<file path="src/rtl/ysyx_23060332_lsu_pkg.sv">
// Shared LSU definitions: op codes, funct3 constants, FSM states and helpers.
// Used by ysyx_23060332_lsu and ysyx_23060332_lsu_ext.
package ysyx_23060332_lsu_pkg;

    localparam int LSU_LAT_DEFAULT = 1;

    typedef enum logic [1:0] {
        OP_NONE  = 2'b00,
        OP_LOAD  = 2'b01,
        OP_STORE = 2'b10,
        OP_RSVD  = 2'b11
    } lsu_op_e;

    localparam logic [2:0] F3_B  = 3'b000;
    localparam logic [2:0] F3_H  = 3'b001;
    localparam logic [2:0] F3_W  = 3'b010;
    localparam logic [2:0] F3_BU = 3'b100;
    localparam logic [2:0] F3_HU = 3'b101;

    typedef enum logic [1:0] {
        ST_IDLE = 2'b00,
        ST_BUSY = 2'b01,
        ST_RESP = 2'b10
    } lsu_state_e;

    function automatic logic funct3_legal(input lsu_op_e op, input logic [2:0] funct3);
        case (op)
            OP_LOAD:  return funct3 inside {F3_B, F3_H, F3_W, F3_BU, F3_HU};
            OP_STORE: return funct3 inside {F3_B, F3_H, F3_W};
            default:  return 1'b0;
        endcase
    endfunction

    function automatic logic [7:0] store_mask(input logic [2:0] funct3);
        case (funct3)
            F3_B:    return 8'h01;
            F3_H:    return 8'h03;
            F3_W:    return 8'h0F;
            default: return 8'h00;
        endcase
    endfunction

    // Halfword needs addr[0]==0, word needs addr[1:0]==0; bytes are always aligned.
    function automatic logic misaligned(input logic [2:0] funct3, input logic [1:0] addr_lo);
        case (funct3[1:0])
            2'b01:   return addr_lo[0];
            2'b10:   return addr_lo != 2'b00;
            default: return 1'b0;
        endcase
    endfunction

endpackage

</file>
<file path="src/rtl/ysyx_23060332_lsu_ext.sv">
// Combinational load extender: selects lb/lbu/lh/lhu/lw extension of raw
// memory data that is already byte-aligned to the access address.
module ysyx_23060332_lsu_ext
    import ysyx_23060332_lsu_pkg::*;
#(
    parameter int DW = 32
) (
    input  logic [2:0]    funct3,
    input  logic [DW-1:0] raw,
    output logic [DW-1:0] data
);

    always_comb begin
        // NOTE: default first so every path assigns data and no latch is inferred.
        data = raw;
        case (funct3)
            F3_B:    data = {{(DW-8){raw[7]}}, raw[7:0]};
            F3_BU:   data = {{(DW-8){1'b0}}, raw[7:0]};
            F3_H:    data = {{(DW-16){raw[15]}}, raw[15:0]};
            F3_HU:   data = {{(DW-16){1'b0}}, raw[15:0]};
            default: data = raw;
        endcase
    end

endmodule

</file>
<file path="src/rtl/ysyx_23060332_lsu.sv">
// Load/store unit between EXU/WBU and the data-memory model.
// Define YSYX_23060332_LSU_MISALIGN_TRAP_EN to report misaligned accesses as errors.
module ysyx_23060332_lsu
    import ysyx_23060332_lsu_pkg::*;
#(
    parameter int LAT = LSU_LAT_DEFAULT,
    parameter int AW  = 32,
    parameter int DW  = 32
) (
    input  logic          clk,
    input  logic          rst,
    input  logic          req_valid,
    output logic          req_ready,
    input  logic [1:0]    req_op,
    input  logic [2:0]    req_funct3,
    input  logic [AW-1:0] req_addr,
    input  logic [DW-1:0] req_wdata,
    output logic          rsp_valid,
    input  logic          rsp_ready,
    output logic [DW-1:0] rsp_rdata,
    output logic          rsp_err,
    output logic          mem_ren,
    output logic [AW-1:0] mem_raddr,
    output logic          mem_wen,
    output logic [AW-1:0] mem_waddr,
    output logic [DW-1:0] mem_wdata,
    output logic [7:0]    mem_wmask,
    input  logic [DW-1:0] mem_rdata
);

    lsu_state_e    state, state_d;
    logic [3:0]    cnt;
    lsu_op_e       op_q;
    logic [2:0]    funct3_q;
    logic [AW-1:0] addr_q;
    logic [DW-1:0] wdata_q;
    logic [DW-1:0] ext_data;

    lsu_op_e req_op_e;
    logic    accept;
    logic    req_legal;
    logic    req_mis;
    logic    req_mem;
    logic    busy_load;
    logic    busy_store;
    logic    last_busy;

    assign req_op_e  = lsu_op_e'(req_op);
    assign req_ready = rst && (state == ST_IDLE);
    assign accept    = req_valid && req_ready;
    assign req_legal = funct3_legal(req_op_e, req_funct3);

`ifdef YSYX_23060332_LSU_MISALIGN_TRAP_EN
    assign req_mis = req_legal && misaligned(req_funct3, req_addr[1:0]);
`else
    assign req_mis = 1'b0;
`endif

    assign req_mem = req_legal && !req_mis;

    assign busy_load  = (state == ST_BUSY) && (op_q == OP_LOAD);
    assign busy_store = (state == ST_BUSY) && (op_q == OP_STORE);
    assign last_busy  = (state == ST_BUSY) && (cnt == 4'd0);

    assign mem_ren   = busy_load;
    assign mem_raddr = busy_load ? addr_q : '0;
    assign mem_wen   = busy_store && last_busy;
    assign mem_waddr = busy_store ? addr_q : '0;
    assign mem_wdata = busy_store ? wdata_q : '0;
    assign mem_wmask = mem_wen ? store_mask(funct3_q) : 8'h00;
    assign rsp_valid = (state == ST_RESP);

    always_ff @(posedge clk or negedge rst) begin
        if (!rst) begin
            state <= ST_IDLE;
        end else begin
            // NOTE: non-blocking for all sequential state so every flop samples pre-edge values.
            state <= state_d;
        end
    end

    always_comb begin
        state_d = state;
        case (state)
            ST_IDLE: if (accept)    state_d = req_mem ? ST_BUSY : ST_RESP;
            ST_BUSY: if (last_busy) state_d = ST_RESP;
            ST_RESP: if (rsp_ready) state_d = ST_IDLE;
            default:                state_d = ST_IDLE;
        endcase
    end

    always_ff @(posedge clk or negedge rst) begin
        if (!rst) begin
            cnt       <= 4'd0;
            op_q      <= OP_NONE;
            funct3_q  <= 3'd0;
            addr_q    <= '0;
            wdata_q   <= '0;
            rsp_rdata <= '0;
            rsp_err   <= 1'b0;
        end else if (accept) begin
            cnt       <= 4'(LAT);
            op_q      <= req_op_e;
            funct3_q  <= req_funct3;
            addr_q    <= req_addr;
            wdata_q   <= req_wdata;
            rsp_rdata <= '0;
            // op=none is a legal no-op; anything else that skips memory is an error.
            rsp_err   <= (req_op_e != OP_NONE) && !req_mem;
        end else if (state == ST_BUSY) begin
            if (cnt != 4'd0) begin
                cnt <= cnt - 4'd1;
            end else if (op_q == OP_LOAD) begin
                rsp_rdata <= ext_data;
            end
        end
    end

    ysyx_23060332_lsu_ext #(
        .DW (DW)
    ) u_ext (
        .funct3 (funct3_q),
        .raw    (mem_rdata),
        .data   (ext_data)
    );

endmodule
</file>
<file path="config.mk">
export PLATFORM = sky130hd
export DESIGN_NAME = ysyx_23060332_lsu
export DESIGN_NICKNAME = d
export VERILOG_FILES = /design/src/rtl/ysyx_23060332_lsu_pkg.sv /design/src/rtl/ysyx_23060332_lsu_ext.sv /design/src/rtl/ysyx_23060332_lsu.sv
export SDC_FILE = /design/constraint.sdc
export NUM_CORES = 1
export LEC_CHECK = 0
export ABC_AREA = 1
export BUFFER_PORTS_ARGS = -buffer_cell sky130_fd_sc_hd__buf_2
export CAP_MARGIN = 10
export CORE_AREA = 2 2 139 141
export CTS_CLUSTER_DIAMETER = 40
export DETAILED_ROUTE_END_ITERATION = 12
export DIE_AREA = 0 0 141 143
export SLEW_MARGIN = 10
export SYNTH_ARGS = -nofsm -noshare
export SYNTH_HDL_FRONTEND = slang
export SYNTH_SLANG_ARGS = --single-unit
</file>
<file path="constraint.sdc">
create_clock -name clk -period 3.4 [get_ports clk]
set_clock_uncertainty 0.2 [all_clocks]
set_input_delay 0.34 -clock clk [delete_from_list [all_inputs] [get_ports clk]]
set_output_delay 0.34 -clock clk [all_outputs]
set_load 0.01 [all_outputs]
</file>
After elaboration in Yosys (flattened, before gate mapping):

Cells that the tools add are included.

* register bits after elaboration: 108
* logic and storage cells: 68
* output and inout bits: 141

* multiplexer cells: 19
* reduce and logical (&&, ||, !) cells: 22
* equal/unequal tests: 18
* add/sub/neg operators: 1

Operators with widths (count)
* 32-bit 2-to-1 mux: 7
* 32-bit one-hot mux with 4 select lines: 1
* 3-bit == test, second input constant: 4
* 4-bit 2-to-1 mux: 3
* 4-bit one-hot mux with 3 select lines: 1
* 2-bit 2-to-1 mux: 4
* 8-bit 2-to-1 mux: 1
* 2-bit nonzero test: 4
* 1-bit logical AND: 7
* 2-bit by 1-bit == test with 1-bit output, second input constant: 3
* 2-bit == test, second input constant: 3
* 3-bit by 1-bit == test with 1-bit output, second input constant: 2
* 3-bit by 2-bit == test with 1-bit output, second input constant: 2
* 3-bit zero test: 2
* 2-bit != test, second input constant: 3
* 2-bit one-hot mux with 3 select lines: 1
* 3-bit AND reduction: 2
* 5-bit nonzero test: 1
* 4-bit zero test: 1
* 4-bit nonzero test: 1
* 4-bit by 1-bit subtractor with 4-bit output, second input constant: 1
* 3-bit nonzero test: 1
* 2-bit zero test: 1
* 2-bit by 1-bit != test with 1-bit output, second input constant: 1
* other kinds (3): 3

Logic depth before layout (Yosys ltp):

Gate-level depths: netlist (run 1).

* depth after elaboration: 6
* depth in mapped cells: 10

Cells and area by module:

A second synthesis (run 1) with hierarchy kept.

* cell total of the unflattened synthesis: 697
* area total of the unflattened synthesis: 5403.9 µm²

By module, submodules not included
* ysyx_23060332_lsu: times used 1, cells an instance 627, area each 5033.6 µm²
* ysyx_23060332_lsu_ext: times used 1, cells an instance 70, area each 370.4 µm²

Worst setup path before layout (run 1):

Ideal clock, no wire load.

* path type: flip-flop to output port
* start: reg cnt[0]
* end: out mem_wmask[3]
* required time: 2860 ps
* data arrival time: 1291 ps
* path slack: 1569 ps
* stages on the path, launching flop included: 8
* cell sequence: dfrtp_1 -> inv_1 -> ha_1 -> nand2_1 -> inv_1 -> nand2_1 -> nor2_1 -> buf_4

* word-level cells in the longest chain between the ends: 4

RTL lines
* start, declared: RTL line ysyx_23060332_lsu.sv:32 `logic [3:0] cnt;`
* start signal, assigned: RTL line ysyx_23060332_lsu.sv:102 `cnt <= 4'(LAT);`
* start signal, assigned: RTL line ysyx_23060332_lsu.sv:112 `cnt <= cnt - 4'd1;`
* 4-bit zero test: RTL line ysyx_23060332_lsu.sv:63 `assign last_busy = (state == ST_BUSY) && (cnt == 4'd0);`
* 1-bit logical AND: RTL line ysyx_23060332_lsu.sv:63
* 1-bit logical AND: RTL line ysyx_23060332_lsu.sv:67 `assign mem_wen = busy_store && last_busy;`
* 8-bit 2-to-1 mux: RTL line ysyx_23060332_lsu.sv:70 `assign mem_wmask = mem_wen ? store_mask(funct3_q) : 8'h00;`
* end, declared: RTL line ysyx_23060332_lsu.sv:27 `output logic [7:0] mem_wmask,`

No other way between the ends.

Worst setup path in the final report (run 1):

* start: reg state[0]
* end: out mem_raddr[23]

* word-level cells in the longest chain between the ends: 3

RTL lines
* start, declared: RTL line ysyx_23060332_lsu.sv:31 `lsu_state_e state, state_d;`
* start signal, assigned: RTL line ysyx_23060332_lsu.sv:78 `state <= state_d;`
* 2-bit by 1-bit == test with 1-bit output: RTL line ysyx_23060332_lsu.sv:61 `assign busy_load = (state == ST_BUSY) && (op_q == OP_LOAD);`
* 1-bit logical AND: RTL line ysyx_23060332_lsu.sv:61
* 32-bit 2-to-1 mux: RTL line ysyx_23060332_lsu.sv:66 `assign mem_raddr = busy_load ? addr_q : '0;`
* end, declared: RTL line ysyx_23060332_lsu.sv:23 `output logic [AW-1:0] mem_raddr,`

No other way between the ends.

==> results of run 1 <==
-- final cells by class --
type | count | area, sq um
diodes | 1 | 2.502
multi-input cells | 433 | 1924
repair buffers | 257 | 1374
clock inverters | 5 | 61.31
fillers | 1970 | 11660
well taps | 234 | 292.8
inverters | 86 | 322.8
clock buffers | 11 | 242.7
flip-flops and latches | 108 | 2703
-- per-layer routing --
layer  wire length [um]  vias to the layer above  global-route usage [%]
met5                 13                        -                       0
met4                318                        2                   5.737
met3                603                       21                   2.582
met2               7039                      132                   23.29
met1               6552                     2228                   18.05
li1                   -                     2489                       -
-- sequential cells by signal, indices dropped and copies added (netlist names) --
register and flops:
addr_q 32, rsp_err 1, rsp_rdata 32, op_q 2, state 2, wdata_q 32, cnt 4, funct3_q 3
-- per-stage QoR --
step                      cell area [sq um]  setup slack [ns]  hold slack, ns
after floorplan                        5175             1.569         -0.1556
after global placement                 6536             1.194          0.2630
after detailed placement               6536             1.125          0.2760
after CTS                              6920            0.6265         0.01962
after global routing                   6920            0.5176         0.03082
final                                  6923            0.7635         0.03809
-- critical path, delay by kind of cell (launching register included) --
family | cells | cell delay (ns)
and+or+nand+nor | 3 | 0.29
DFF | 1 | 0.42
buffers and inverters | 2 | 1.04
-- cell usage in the layout (no fill, tap or decap), types with 2 or more instances in the layout --
cell	Yosys	final
clkbuf_16	0	9
clkinvlp_4	0	3
nand4_1	2	2
dfrtp_1	108	108
conb_1	1	4
dlygate4sd3_1	0	8
a21oi_1	68	68
buf_4	6	7
inv_2	3	3
buf_12	0	2
ha_1	4	4
nand2_1	83	83
nand3_1	55	55
nor2_1	180	180
nand2_2	2	2
buf_2	24	240
or2_2	13	13
nand3_2	3	2
o21ai_0	11	11
inv_1	83	83
o21ai_1	3	3
-- kinds of logic after synthesis --
family	Yosys count	share of synthesized area (%)
compound gates	82	7.948
xor+xnor	1	0.1696
fa+ha+maj	4	0.9693
buf+inv	130	10.76
flops	108	52.34
other cells	1	0.07262
simple gates	342	27.74
-- path summary, 6_finish.rpt --
path	end
max	mem_raddr[23]
min	wdata_q[20]$_DFFE_PN0P_
max reg2reg	addr_q[5]$_DFFE_PN0P_
min reg2reg	op_q[1]$_DFFE_PN0P_
max in group asynchronous	op_q[1]$_DFFE_PN0P_
min in group asynchronous	rsp_rdata[15]$_DFFE_PN0P_
-- power by group --
part	total, mW	internal (mW)	leakage (nW)	switching [mW]
Clock	1.08	0.594	0.138	0.486
Sequential	1.91	1.74	1.29	0.174
Combinational	1.37	0.473	2.88	0.897
Total	4.36	2.80	4.31	1.56
==> impl_metrics.yaml, run 1 <==
critical_path:
  required_ns: 2.86
  critical_path.max_fanout: 32
  crit_slowest_cell: "inv_1"
  rr_worst_depth: 5
  cp-start-kind: "flip-flop"
  cpPeakStageDelay_ns: 0.85
  critical_path_arrival_ns: 2.10
  cp-end-kind: "output port"
  worstPathCellList: "nand2_2, nor2_4, inv_1, nor2_1, buf_2"
  crit_path_start: "state[0]$_DFFE_PN0P_"
  criticalPathCategory: "flip-flop to output port"
  rrSetupSlack_ns: 1.23
  regToRegStartpoint: "state[0]$_DFFE_PN0P_"
synth:
  netlist_top_cells_area: "dfrtp_1, nor2_1, a21oi_1, inv_1, nand2_1"
  synthCells: 668
  ys_seq_area_share_pct: 52.34
  synth_top_area_cell: "dfrtp_1"
  yosysTopAreaCellShare_pct: 52.34
  synth_area_sq_um: 5164
  yosys-top-cells-count: "nor2_1, dfrtp_1, inv_1, nand2_1, a21oi_1"
  synth-seq-cells: 108
  synth_ff_type: "dfrtp_1"
  synthMostInstantiatedCell: "nor2_1"
  synth_edf_count: 0
  synthArstFlopShare_pct: 100.0
  synth_warnings: 0
  syn_avg_cell_area_sq_um: 7.730
  synth_cell_type_count: 24
detailed_routing:
  routedWlPerCell_um: 12.80
  vias: 4872
  ant_nets: 0
  wl_mm: 14.53
  vias_per_cell: 4.293
  drtPass1Iterations: 4
  drc: 0
  dr.first_iter.drc_count: 249
global_routing:
  grt-ovfl-total: 0
  grt_pass1_vias: 4349
  grt_pass1_wl_mm: 22.40
  grt_max_degree: 73
  track_usage_pct: 14.00
  antenna_found_initial: 2
cts:
  h-tree-depth: 3
  holdBufCountCts: 8
  ctsLongestPathBuffers: 2
  cts_tree: "done"
  cts-root-buf: "clkbuf_16"
  cts_setup_buffers: 0
  clock_sinks: 108
  numCtsBuffers: 9
  path_clk_slew_ns: 0.07
  insertion_delay_ns: 0.34
  cts_resized: 0
min_path:
  hold_depth: 3
  hp-start: "req_wdata[20]"
  hp-class: "primary input to flip-flop"
floorplan:
  die_w_um: 141
  die_area_sq_um: 20160
  coreArea_sq_um: 18580
  die_y_um: 143
  ios: 246
  rows: 50
  initial_utilization_pct: 27.79
cells_and_area:
  final_cells: 1135
  drive_above_1_share_pct: 31.89
  post-route-util_pct: 37.26
  area_growth_pct: 34.07
  nNetsFinal: 1004
sta:
  finalHoldViolCount: 0
  max_freq_ghz: 0.3793
  slew-limit-headroom_pct: 21.23
  finalSetupTns_ns: 0
  final_max_slew_viol_count: 0
  fin_crit_sh_pct: 77.54
  period_minus_slack_ns: 2.637
  tightestPinTransition_ns: 1.180
  rsz0062_at_grt: "no"
  finalSetupViolCount: 0
place:
  place.gp.congestion: 0.7974
  numPortBuffers: 241
  placedCellCount: 1110
  dp_hpwl_mm: 10.21
run_status:
  status: "completed"
power_and_ir_drop:
  power.leakage_nw: 4.306
  powerDensity_nw_per_um2: 630.0
  power_mw: 4.361
  irDropWorstVdd_v: 0.0002734
job:
  maxCapViolCount: 0
(Power assumes the default switching activity.)
==> inputs of run 2 (changes only) <==
==> constraint.sdc (replaced) <==
create_clock -name clk -period 2.4 [get_ports clk]
set_clock_uncertainty 0.2 [all_clocks]
set_input_delay 0.24 -clock clk [delete_from_list [all_inputs] [get_ports clk]]
set_output_delay 0.24 -clock clk [all_outputs]
set_load 0.01 [all_outputs]
==> run 2 against run 1 <==
- largest power group unchanged
- combinational power grew 53%
- die area is the same
- sequential share of layout area shrank 4.1 points
- register-to-register slack lost 0.74 ns
- first-iteration DRC count grew 2.0%
- cell count grew 7.2%
- largest cell class unchanged
- total power grew 44%
- worst hold slack lost 0.025 ns
==> impl_metrics.yaml, run 2 (synthesis gave the netlist of run 1 again) <==
power_and_ir_drop:
  netSwitchingFraction_pct: 35.82
  p_switching_mw: 2.252
  powerDensity_nw_per_um2: 811.8
  seq_power_share_pct: 43.0
  clockPowerShare_pct: 23.8
  irDropWorstVdd_v: 0.0004069
  pwr-share-comb_pct: 33.2
  power.leakage_nw: 4.661
  intPower_mw: 4.035
detailed_routing:
  routedWlPerCell_um: 12.38
  drc: 0
  vias: 5248
  wl_mm: 15.06
  ant_nets: 0
  drtPass1Iterations: 4
  vias_per_cell: 4.312
  dr.first_iter.drc_count: 254
critical_path:
  critical_path.max_fanout: 64
  cp-start-kind: "flip-flop"
  critical_path_arrival_ns: 1.80
  crit_slowest_cell: "dfrtp_1"
  required_ns: 1.96
  cpPeakStageDelay_ns: 0.40
  worstPathCellList: "inv_2, nand2_2, nor3_1, inv_2, buf_6, nor2_1, buf_2"
  crit_path_start: "state[1]$_DFFE_PN0P_"
  r2r_end: "addr_q[31]$_DFFE_PN0P_"
  cpMostUsedCell: "inv_2"
  cp-end-kind: "output port"
  rrSetupSlack_ns: 0.49
  criticalPathCategory: "flip-flop to output port"
  critPathBufInv: 4
  crit_cells: 7
  critPathTopFamily: "buffers and inverters"
  regToRegStartpoint: "state[0]$_DFFE_PN0P_"
  rr_worst_depth: 5
run_status:
  status: "completed"
sta:
  rsz0062_at_grt: "no"
  tightestPinTransition_ns: 0.6194
  fin_crit_sh_pct: 93.18
  slew-limit-headroom_pct: 58.70
  max_freq_ghz: 0.4472
  finalSetupTns_ns: 0
  finalHoldViolCount: 0
  final_max_slew_viol_count: 0
  finalSetupViolCount: 0
  period_minus_slack_ns: 2.236
cells_and_area:
  nNetsFinal: 1088
  top_regs: "addr_q x32, rsp_rdata x32, wdata_q x32"
  final_cells: 1217
  final_cell_mix: "buf_2, nor2_1, dfrtp_1"
  diodes: 0
  layout_commonest_cell: "buf_2"
  drive_above_1_share_pct: 29.30
  fin_area_sq_um: 7745
  fill_cells: 1857
  area_growth_pct: 49.99
cts:
  h-tree-depth: 3
  cts-root-buf: "clkbuf_16"
  clock_sinks: 108
  cts_tree: "done"
  ctsLongestPathBuffers: 2
  insertion_delay_ns: 0.35
  numCtsBuffers: 9
  path_clk_slew_ns: 0.08
place:
  numPortBuffers: 241
  placedCellCount: 1112
  place.gp.congestion: 0.8159
  placed_area_sq_um: 6551
  dp_hpwl_mm: 10.24
floorplan:
  ios: 246
  die_y_um: 143
  die_w_um: 141
  die_area_sq_um: 20160
  initial_utilization_pct: 27.79
  coreArea_sq_um: 18580
  rows: 50
global_routing:
  grt_most_used_layer: "met2"
  grt_use_met3_pct: 2.213
  met2_usage_pct: 25.21
  grt_pass1_vias: 4775
  grt_pass1_wl_mm: 23.51
  grt_max_degree: 89
  antenna_found_initial: 0
  track_usage_pct: 14.65
  grtUsageMet1_pct: 18.58
  grt-ovfl-total: 0
min_path:
  hp-class: "primary input to flip-flop"
  hold_end: "rsp_rdata[22]$_DFFE_PN0P_"
  hold_depth: 4
  hp-start: "mem_rdata[22]"
job:
  maxCapViolCount: 0
==> run 2: cell types whose count changed in the layout (fill, tap and decap cells not counted), sizes merged <==
| cell | previous run | this run |
|---|---|---|
| buf | 249 | 251 |
| clkbuf | 11 | 10 |
| clkinvlp | 3 | 1 |
| diode | 1 | 0 |
| dlygate4sd3 | 8 | 90 |
| inv | 86 | 88 |
==> run 2: stage by stage <==
| stage | utilization, % | hold WS (ns) | worst slack (ns) | power, mW |
|---|---|---|---|---|
| 2_1_floorplan | - | -0.2556 | 0.6690 | 4.096 |
| 3_3_place_gp | 35.26 | 0.1363 | 0.4932 | 4.701 |
| 3_5_place_dp | 35.26 | 0.1354 | 0.4667 | 4.733 |
| 5_1_grt | 41.68 | 0.02777 | 0.007551 | 6.794 |
| 4_1_cts | 41.66 | 0.006016 | 0.06603 | 6.380 |
| 6_report | 41.68 | 0.01314 | 0.1636 | 6.288 |
==> run 2: layer usage <==
| layer | up-vias | wire [um] |
|---|---|---|
| met3 | 18 | 569 |
| met2 | 155 | 7449 |
| met1 | 2423 | 6743 |
| li1 | 2652 | - |
| met5 | - | 0 |
| met4 | 0 | 299 |
==> run 2: worst max path at each step <==
stage,end,slack (ns)
6_report,mem_wdata[29],0.16
5_1_grt,mem_wdata[29],0.008
4_1_cts,mem_wdata[22],0.07
3_5_place_dp,mem_wdata[22],0.47
3_3_place_gp,addr_q[12]$_DFFE_PN0P_,0.49
2_1_floorplan,mem_wmask[3],0.67
==> run 2: worst min-delay path, cell delays in order <==
cell and delay (ns):
buf_2 0.08, or2_2 0.09, nand3_1 0.07, nand2_1 0.06
==> run 2: power by group through the flow <==
stage	registers [mW]	logic, mW	clock network [mW]
4_1_cts	2.70	2.12	1.56
3_5_place_dp	2.74	2.00	0
5_1_grt	2.78	2.39	1.63
2_1_floorplan	2.68	1.42	0
3_3_place_gp	2.72	1.98	0
6_report	2.70	2.09	1.50
==> run 2: layout make-up <==
| cell class | instances | area (sq um) | share of cell area [%] |
|---|---|---|---|
| Timing Repair Buffer | 341 | 2213 | 28.58 |
| Tap cell | 234 | 292.8 | 3.780 |
| Multi-Input combinational cell | 433 | 1924 | 24.85 |
| Inverter | 86 | 322.8 | 4.168 |
| Clock inverter | 5 | 60.06 | 0.7754 |
| Sequential cell | 108 | 2703 | 34.89 |
| Clock buffer | 10 | 229.0 | 2.956 |
==> run 2: what timing repair did <==
action                                  in CTS  in global routing
setup buffers                                0                  0
endpoints found under the setup margin       0                 63
resized for setup                            0                  1
hold endpoints to repair                   150                  0
hold buffers                                90                  0
